## config.mk

```make
export PLATFORM = sky130hd
export DESIGN_NAME = fetch_unit_flat
export DESIGN_NICKNAME = d
export VERILOG_FILES = /design/src/rtl/fetch_unit_if.sv /design/src/rtl/fetch_unit.sv /design/src/flat_wrapper.sv
export SDC_FILE = /design/constraint.sdc
export NUM_CORES = 1
export LEC_CHECK = 0
export ABC_CLOCK_PERIOD_IN_PS = 2110
export BUFFER_PORTS_ARGS = -buffer_cell sky130_fd_sc_hd__buf_2
export CAP_MARGIN = 20
export CORE_MARGIN = 4
export CORE_UTILIZATION = 35
export CTS_BUF_LIST = sky130_fd_sc_hd__clkbuf_16
export DETAILED_ROUTE_END_ITERATION = 8
export GPL_ROUTABILITY_DRIVEN = 0
export HOLD_SLACK_MARGIN = 0.03
export SYNTH_ARGS = -nofsm -noshare
export SYNTH_HDL_FRONTEND = slang
export SYNTH_SLANG_ARGS = --single-unit
```

## constraint.sdc

```tcl
create_clock -name clk_i -period 2.11 [get_ports clk_i]
set_clock_uncertainty 0.2 [all_clocks]
set_input_delay 0.1055 -clock clk_i [delete_from_list [all_inputs] [get_ports clk_i]]
set_output_delay 0.1055 -clock clk_i [all_outputs]
set_load 0.02 [all_outputs]
```

## src/rtl/fetch_unit_if.sv

```systemverilog
// rtl/fetch_unit_if.sv - instruction-memory request/response bus between fetch unit and memory
interface fetch_unit_if;
  logic        imem_req_valid;
  logic [31:0] imem_req_addr;
  logic        imem_req_ready;
  logic        imem_resp_valid;
  logic [31:0] imem_resp_data;
  logic        imem_resp_err;

  modport master (
    output imem_req_valid,
    output imem_req_addr,
    input  imem_req_ready,
    input  imem_resp_valid,
    input  imem_resp_data,
    input  imem_resp_err
  );

  modport slave (
    input  imem_req_valid,
    input  imem_req_addr,
    output imem_req_ready,
    output imem_resp_valid,
    output imem_resp_data,
    output imem_resp_err
  );
endinterface

```

## src/rtl/fetch_unit.sv

```systemverilog
// rtl/fetch_unit.sv - single-outstanding instruction fetch FSM with flush and fault reporting
module fetch_unit #(
  parameter logic [31:0] RESET_PC    = 32'h0000_1000,
  parameter logic [31:0] RESET_INSTR = 32'h0000_0013
) (
  input  logic                clk_i,
  input  logic                reset_i,
  input  logic [31:0]         pc_i,
  input  logic                fetch_start_i,
  input  logic                flush_i,
  fetch_unit_if.master        imem,
  output logic [31:0]         instr_o,
  output logic [31:0]         old_pc_o,
  output logic [31:0]         pc_plus4_o,
  output logic                pc_write_o,
  output logic                fetch_done_o,
  output logic                fetch_fault_o,
  output logic                busy_o
);

  typedef enum logic [1:0] {
    S_IDLE = 2'd0,
    S_REQ  = 2'd1,
    S_WAIT = 2'd2
  } state_t;

  state_t      state_q, state_d;
  logic [31:0] addr_q, addr_d;
  logic [31:0] instr_q, instr_d;
  logic [31:0] old_pc_q, old_pc_d;
  logic [31:0] pc_plus4_q, pc_plus4_d;
  logic        pc_write_q, pc_write_d;
  logic        done_q, done_d;
  logic        fault_q, fault_d;
  logic        kill_q, kill_d;
  logic        req_valid_q, req_valid_d;
  logic        busy_q, busy_d;
  logic        discard;

  // Next-state and registered-output computation; pulses default low every cycle
  always_comb begin
    state_d    = state_q;
    addr_d     = addr_q;
    instr_d    = instr_q;
    old_pc_d   = old_pc_q;
    pc_plus4_d = pc_plus4_q;
    kill_d     = kill_q;
    pc_write_d = 1'b0;
    done_d     = 1'b0;
    fault_d    = 1'b0;
    // A flush arriving together with the response still kills it
    discard    = kill_q | flush_i;

    case (state_q)
      S_IDLE: begin
        kill_d = 1'b0;
        if (fetch_start_i) begin
          if (pc_i[1:0] == 2'b00) begin
            addr_d  = pc_i;
            state_d = S_REQ;
          end else begin
            fault_d = 1'b1;
          end
        end
      end

      S_REQ: begin
        // Responses are not legal before the handshake, so none are looked at here
        if (flush_i) kill_d = 1'b1;
        if (imem.imem_req_ready) state_d = S_WAIT;
      end

      S_WAIT: begin
        if (imem.imem_resp_valid) begin
          state_d = S_IDLE;
          kill_d  = 1'b0;
          if (!discard) begin
            if (imem.imem_resp_err) begin
              fault_d = 1'b1;
            end else begin
              instr_d    = imem.imem_resp_data;
              old_pc_d   = addr_q;
              pc_plus4_d = addr_q + 32'd4;
              pc_write_d = 1'b1;
              done_d     = 1'b1;
            end
          end
        end else if (flush_i) begin
          kill_d = 1'b1;
        end
      end

      default: begin
        state_d = S_IDLE;
        kill_d  = 1'b0;
      end
    endcase

    req_valid_d = (state_d == S_REQ);
    busy_d      = (state_d != S_IDLE);
  end

  // State and output registers with synchronous reset
  always_ff @(posedge clk_i) begin
    if (reset_i) begin
      state_q     <= S_IDLE;
      addr_q      <= RESET_PC;
      instr_q     <= RESET_INSTR;
      old_pc_q    <= RESET_PC;
      pc_plus4_q  <= RESET_PC + 32'd4;
      pc_write_q  <= 1'b0;
      done_q      <= 1'b0;
      fault_q     <= 1'b0;
      kill_q      <= 1'b0;
      req_valid_q <= 1'b0;
      busy_q      <= 1'b0;
    end else begin
      state_q     <= state_d;
      addr_q      <= addr_d;
      instr_q     <= instr_d;
      old_pc_q    <= old_pc_d;
      pc_plus4_q  <= pc_plus4_d;
      pc_write_q  <= pc_write_d;
      done_q      <= done_d;
      fault_q     <= fault_d;
      kill_q      <= kill_d;
      req_valid_q <= req_valid_d;
      busy_q      <= busy_d;
    end
  end

  assign imem.imem_req_valid = req_valid_q;
  assign imem.imem_req_addr  = addr_q;
  assign instr_o             = instr_q;
  assign old_pc_o            = old_pc_q;
  assign pc_plus4_o          = pc_plus4_q;
  assign pc_write_o          = pc_write_q;
  assign fetch_done_o        = done_q;
  assign fetch_fault_o       = fault_q;
  assign busy_o              = busy_q;

endmodule

```

## src/flat_wrapper.sv

```systemverilog
// flat-port wrapper written by rule: the top's interface ports become plain ports
module fetch_unit_flat 
#(
  parameter logic [31:0] RESET_PC    = 32'h0000_1000,
  parameter logic [31:0] RESET_INSTR = 32'h0000_0013
)
  (clk_i, reset_i, pc_i, fetch_start_i, flush_i, instr_o, old_pc_o, pc_plus4_o, pc_write_o, fetch_done_o, fetch_fault_o, busy_o, imem_imem_req_valid, imem_imem_req_addr, imem_imem_req_ready, imem_imem_resp_valid, imem_imem_resp_data, imem_imem_resp_err);
  fetch_unit_if imem_i ();
  input  logic clk_i;
  input  logic reset_i;
  input  logic [31:0] pc_i;
  input  logic fetch_start_i;
  input  logic flush_i;
  output logic [31:0] instr_o;
  output logic [31:0] old_pc_o;
  output logic [31:0] pc_plus4_o;
  output logic pc_write_o;
  output logic fetch_done_o;
  output logic fetch_fault_o;
  output logic busy_o;
  output wire logic [$bits(imem_i.imem_req_valid)-1:0] imem_imem_req_valid;
  output wire logic [$bits(imem_i.imem_req_addr)-1:0] imem_imem_req_addr;
  input wire logic [$bits(imem_i.imem_req_ready)-1:0] imem_imem_req_ready;
  input wire logic [$bits(imem_i.imem_resp_valid)-1:0] imem_imem_resp_valid;
  input wire logic [$bits(imem_i.imem_resp_data)-1:0] imem_imem_resp_data;
  input wire logic [$bits(imem_i.imem_resp_err)-1:0] imem_imem_resp_err;
  assign imem_imem_req_valid = imem_i.imem_req_valid;
  assign imem_imem_req_addr = imem_i.imem_req_addr;
  assign imem_i.imem_req_ready = imem_imem_req_ready;
  assign imem_i.imem_resp_valid = imem_imem_resp_valid;
  assign imem_i.imem_resp_data = imem_imem_resp_data;
  assign imem_i.imem_resp_err = imem_imem_resp_err;
  fetch_unit #(.RESET_PC(RESET_PC), .RESET_INSTR(RESET_INSTR)) u_core (.clk_i(clk_i), .reset_i(reset_i), .pc_i(pc_i), .fetch_start_i(fetch_start_i), .flush_i(flush_i), .imem(imem_i), .instr_o(instr_o), .old_pc_o(old_pc_o), .pc_plus4_o(pc_plus4_o), .pc_write_o(pc_write_o), .fetch_done_o(fetch_done_o), .fetch_fault_o(fetch_fault_o), .busy_o(busy_o));
endmodule
```

==> results.ini <==
[sta]
tightest_slew_ns=0.620
period_share_pct=101
total_count_of_max_transition_violations_in_the_final_report=0
final-hold-violation-count=0
worst_slew_margin_rel_pct=58.7
setup_violations=1
worst_slack_setup_final_ns=-0.0195
max_clock_freq_ghz=0.470
rsz0062_at_grt=yes
whs_ns=0.121
period_needed_ns=2.13

[cells_and_area]
postLayoutCellArea_um2=8470
total_of_fill_cells_in_the_finished_design=1343
drive_gt1_share_pct=35.0
area_growth_syn_to_layout_pct=58.5
final_nets=1043
ant_cells=0

[routing]
routedWlPerCell_um=16.3
drt_first_iter_violations=385
drc=0
ant_nets=0
via_count=5734
route.final.wire_length_um=18900
dr.pass1.iters=5
avgViaCountPerCell=4.93

[place]
detailed_placement_wirelength_estimate_um=11900
placedInstanceArea_um2=6880
buffer_ports.inserted=203
detailedPlace.worstSlack_ns=-0.0759

[floorplanning]
chipWidth_um=132
io_pins=204
start_util_pct=36.2
y_dimension_of_the_die_um=132
core_region_area_um2=14800
fp-row-count=44
overall_die_area_um2=17300

[setup_path]
worst_path_largest_cell_delay_ns=0.61
cp.required_ns=2.24
crit_buf_inv=0
crit_path_top_delay_cell=or4_4
cp_data_arrival_time_ns=2.25
timing.critical_path.mode_cell=or4_4
worst-path-max-fanout=7
timing.critical_path.to_type=flip-flop
cp-start-kind=flip-flop
ws_path_type=flip-flop to flip-flop
critPathTopFamily=simple AND/OR/NAND/NOR gates
series_of_cell_instances_along_the_critical_path=nand4_4 > or4_4 > or4_4 > a311oi_2

[global_route]
grt_first_pass_wirelength_um=29400
global_route.overflow_total=0
grt_usage_pct=20.8
grt_pass1_vias=5522
antenna_violations_before_repair=0
grt_max_degree=55

[yosys]
syn-instance-count=656
yosysTopAreaCell=dfxtp_1
cell_area_synth_um2=5340
synth_top_cells_by_area=dfxtp_1, nand2_1, a21oi_1, clkbuf_1, a311oi_1
synth_edf_count=0
synth-warning-count=0
synthDominantCellAreaShare_pct=49.8
yosys_most_used_dff=dfxtp_1
netlist-cell-type-count=39
fraction_of_synthesis_flops_using_an_asynchronous_set_or_reset_pin_pct=0
avgSynthCellArea_um2=8.14
fraction_of_the_yosys_area_taken_by_sequential_cells_pct=49.8
synthesis.nets=732
ys_seq_elements=133

[job]
max_cap_violations=0

[pwr]
p_total_mw=5.68
power_density_normalized_to_cell_area_nw_per_um2=670
p_leak_nw=3.51
peak_supply_drop_mv=0.565

[cts]
clock_tree_from_tritoncts=yes
cts_buffers=17
cts_max_path_buffers=2
root_buffer=clkbuf_16
clkLatencyLatePin_ns=0.41
cts_max_level=4
cts.clk_slew.worst_paths_ns=0.06
cts.sinks=133

[status]
failed_checks=setup timing
outcome=complete, but fails checks

[hold_path]
min-delay-path-class=primary input to flip-flop

path summary, 6_finish.rpt:
path	startpoint	cells after the start	to	slack, ns
worst max-delay path	u_core.imem.imem_req_addr[11]	4	u_core.pc_plus4_o[24]	-0.02
worst min-delay path	imem_imem_resp_valid	4	u_core.state_q[0]	0.12
worst max register to register	u_core.imem.imem_req_addr[11]	4	u_core.pc_plus4_o[24]	-0.02
worst min register to register	u_core.instr_o[6]	2	u_core.instr_o[6]	0.25
synthesized netlist by cell type, types with 5 or more instances:
library cell,instances
a211oi_1,14
a21oi_1,92
a311oi_1,15
buf_4,6
clkbuf_1,40
dfxtp_1,133
ha_1,5
inv_1,6
nand2_1,202
nand3_1,10
nand3b_1,5
nand4_1,7
nor2_1,34
nor3_1,6
o31ai_1,13
or4_1,12
xnor2_1,7
xor2_1,6
timing repair:
| action | CTS | global route |
|---|---|---|
| pin swaps | 2 | 14 |
| hold endpoints to repair | 77 | 0 |
| setup endpoints to repair | 73 | 76 |
| hold buffers | 73 | 0 |
| buffers inserted | 4 | 4 |
| cloned | 2 | 6 |
| gates resized for setup | 3 | 17 |
layout by cell type, fill, tap and decap left out, drive strengths merged, types with 9 or more instances in the layout:
master       instances
nand2              202
o31ai               13
nor2                34
nand3               10
inv                  9
a311oi              15
clkbuf              21
a21oi               92
buf                270
dlygate4sd3         73
or4                 14
dfxtp              133
a211oi              14
layout make-up:
class | instances | area [um2] | area share [%]
clock inverters | 15 | 100 | 1.18
clock buffers | 17 | 425 | 5.02
repair buffers | 347 | 2510 | 29.6
inverters | 6 | 22.5 | 0.266
well taps | 184 | 230 | 2.72
multi-input cells | 462 | 2480 | 29.3
flip-flops and latches | 133 | 2700 | 31.9
flip-flops by register name, summed over array words and instances, names as in the netlist:
register / cells
u_core.imem.imem_req_valid: 1
u_core.kill_q: 1
u_core.pc_plus4_o: 32
u_core.fetch_fault_o: 1
u_core.instr_o: 32
u_core.pc_write_o: 1
u_core.old_pc_o: 30
u_core.state_q: 2
u_core.imem.imem_req_addr: 32
u_core.busy_o: 1
cells by family (layout without fill, tap and decap cells):
family | Yosys count | in the layout | share of synthesized area [%]
and+or+nand+nor | 303 | 305 | 25.1
AOI/OAI and AO/OA | 139 | 139 | 15.5
DFF | 133 | 133 | 49.8
buffers and inverters | 63 | 385 | 6.18
xor gates and xnor gates | 13 | 13 | 2.13
adders and majority gates | 5 | 5 | 1.17
where the power goes:
part / leakage [nW] / switching, mW / internal [mW]
logic: 2.16 / 0.239 / 0.245
registers: 1.08 / 0.0206 / 2.54
clock network: 0.264 / 1.06 / 1.58
metrics by stage:
step	cells	TNS, ns	utilization, %
floorplan	656	-1.10	-
CTS	1155	0	56.0
detailed placement	1044	-1.09	46.6
global placement	1044	-0.990	46.6
global route	1164	-0.290	57.4
finish	1164	-0.0195	57.4
worst reg2reg max path: cells and delay by family, from the launching register on:
family / cells / cell delay (ns)
flops: 1 / 0.36
compound gates: 1 / 0.24
simple gates: 3 / 1.25
layer usage:
layer	up-vias	track usage [%]	share of wire [%]
li1	2863	-	-
met1	2670	25.1	43
met5	-	0	0
met2	186	35.3	49
met3	15	7.07	7.0
met4	0	6.18	1.5
Power figures use the tool's default switching activity.
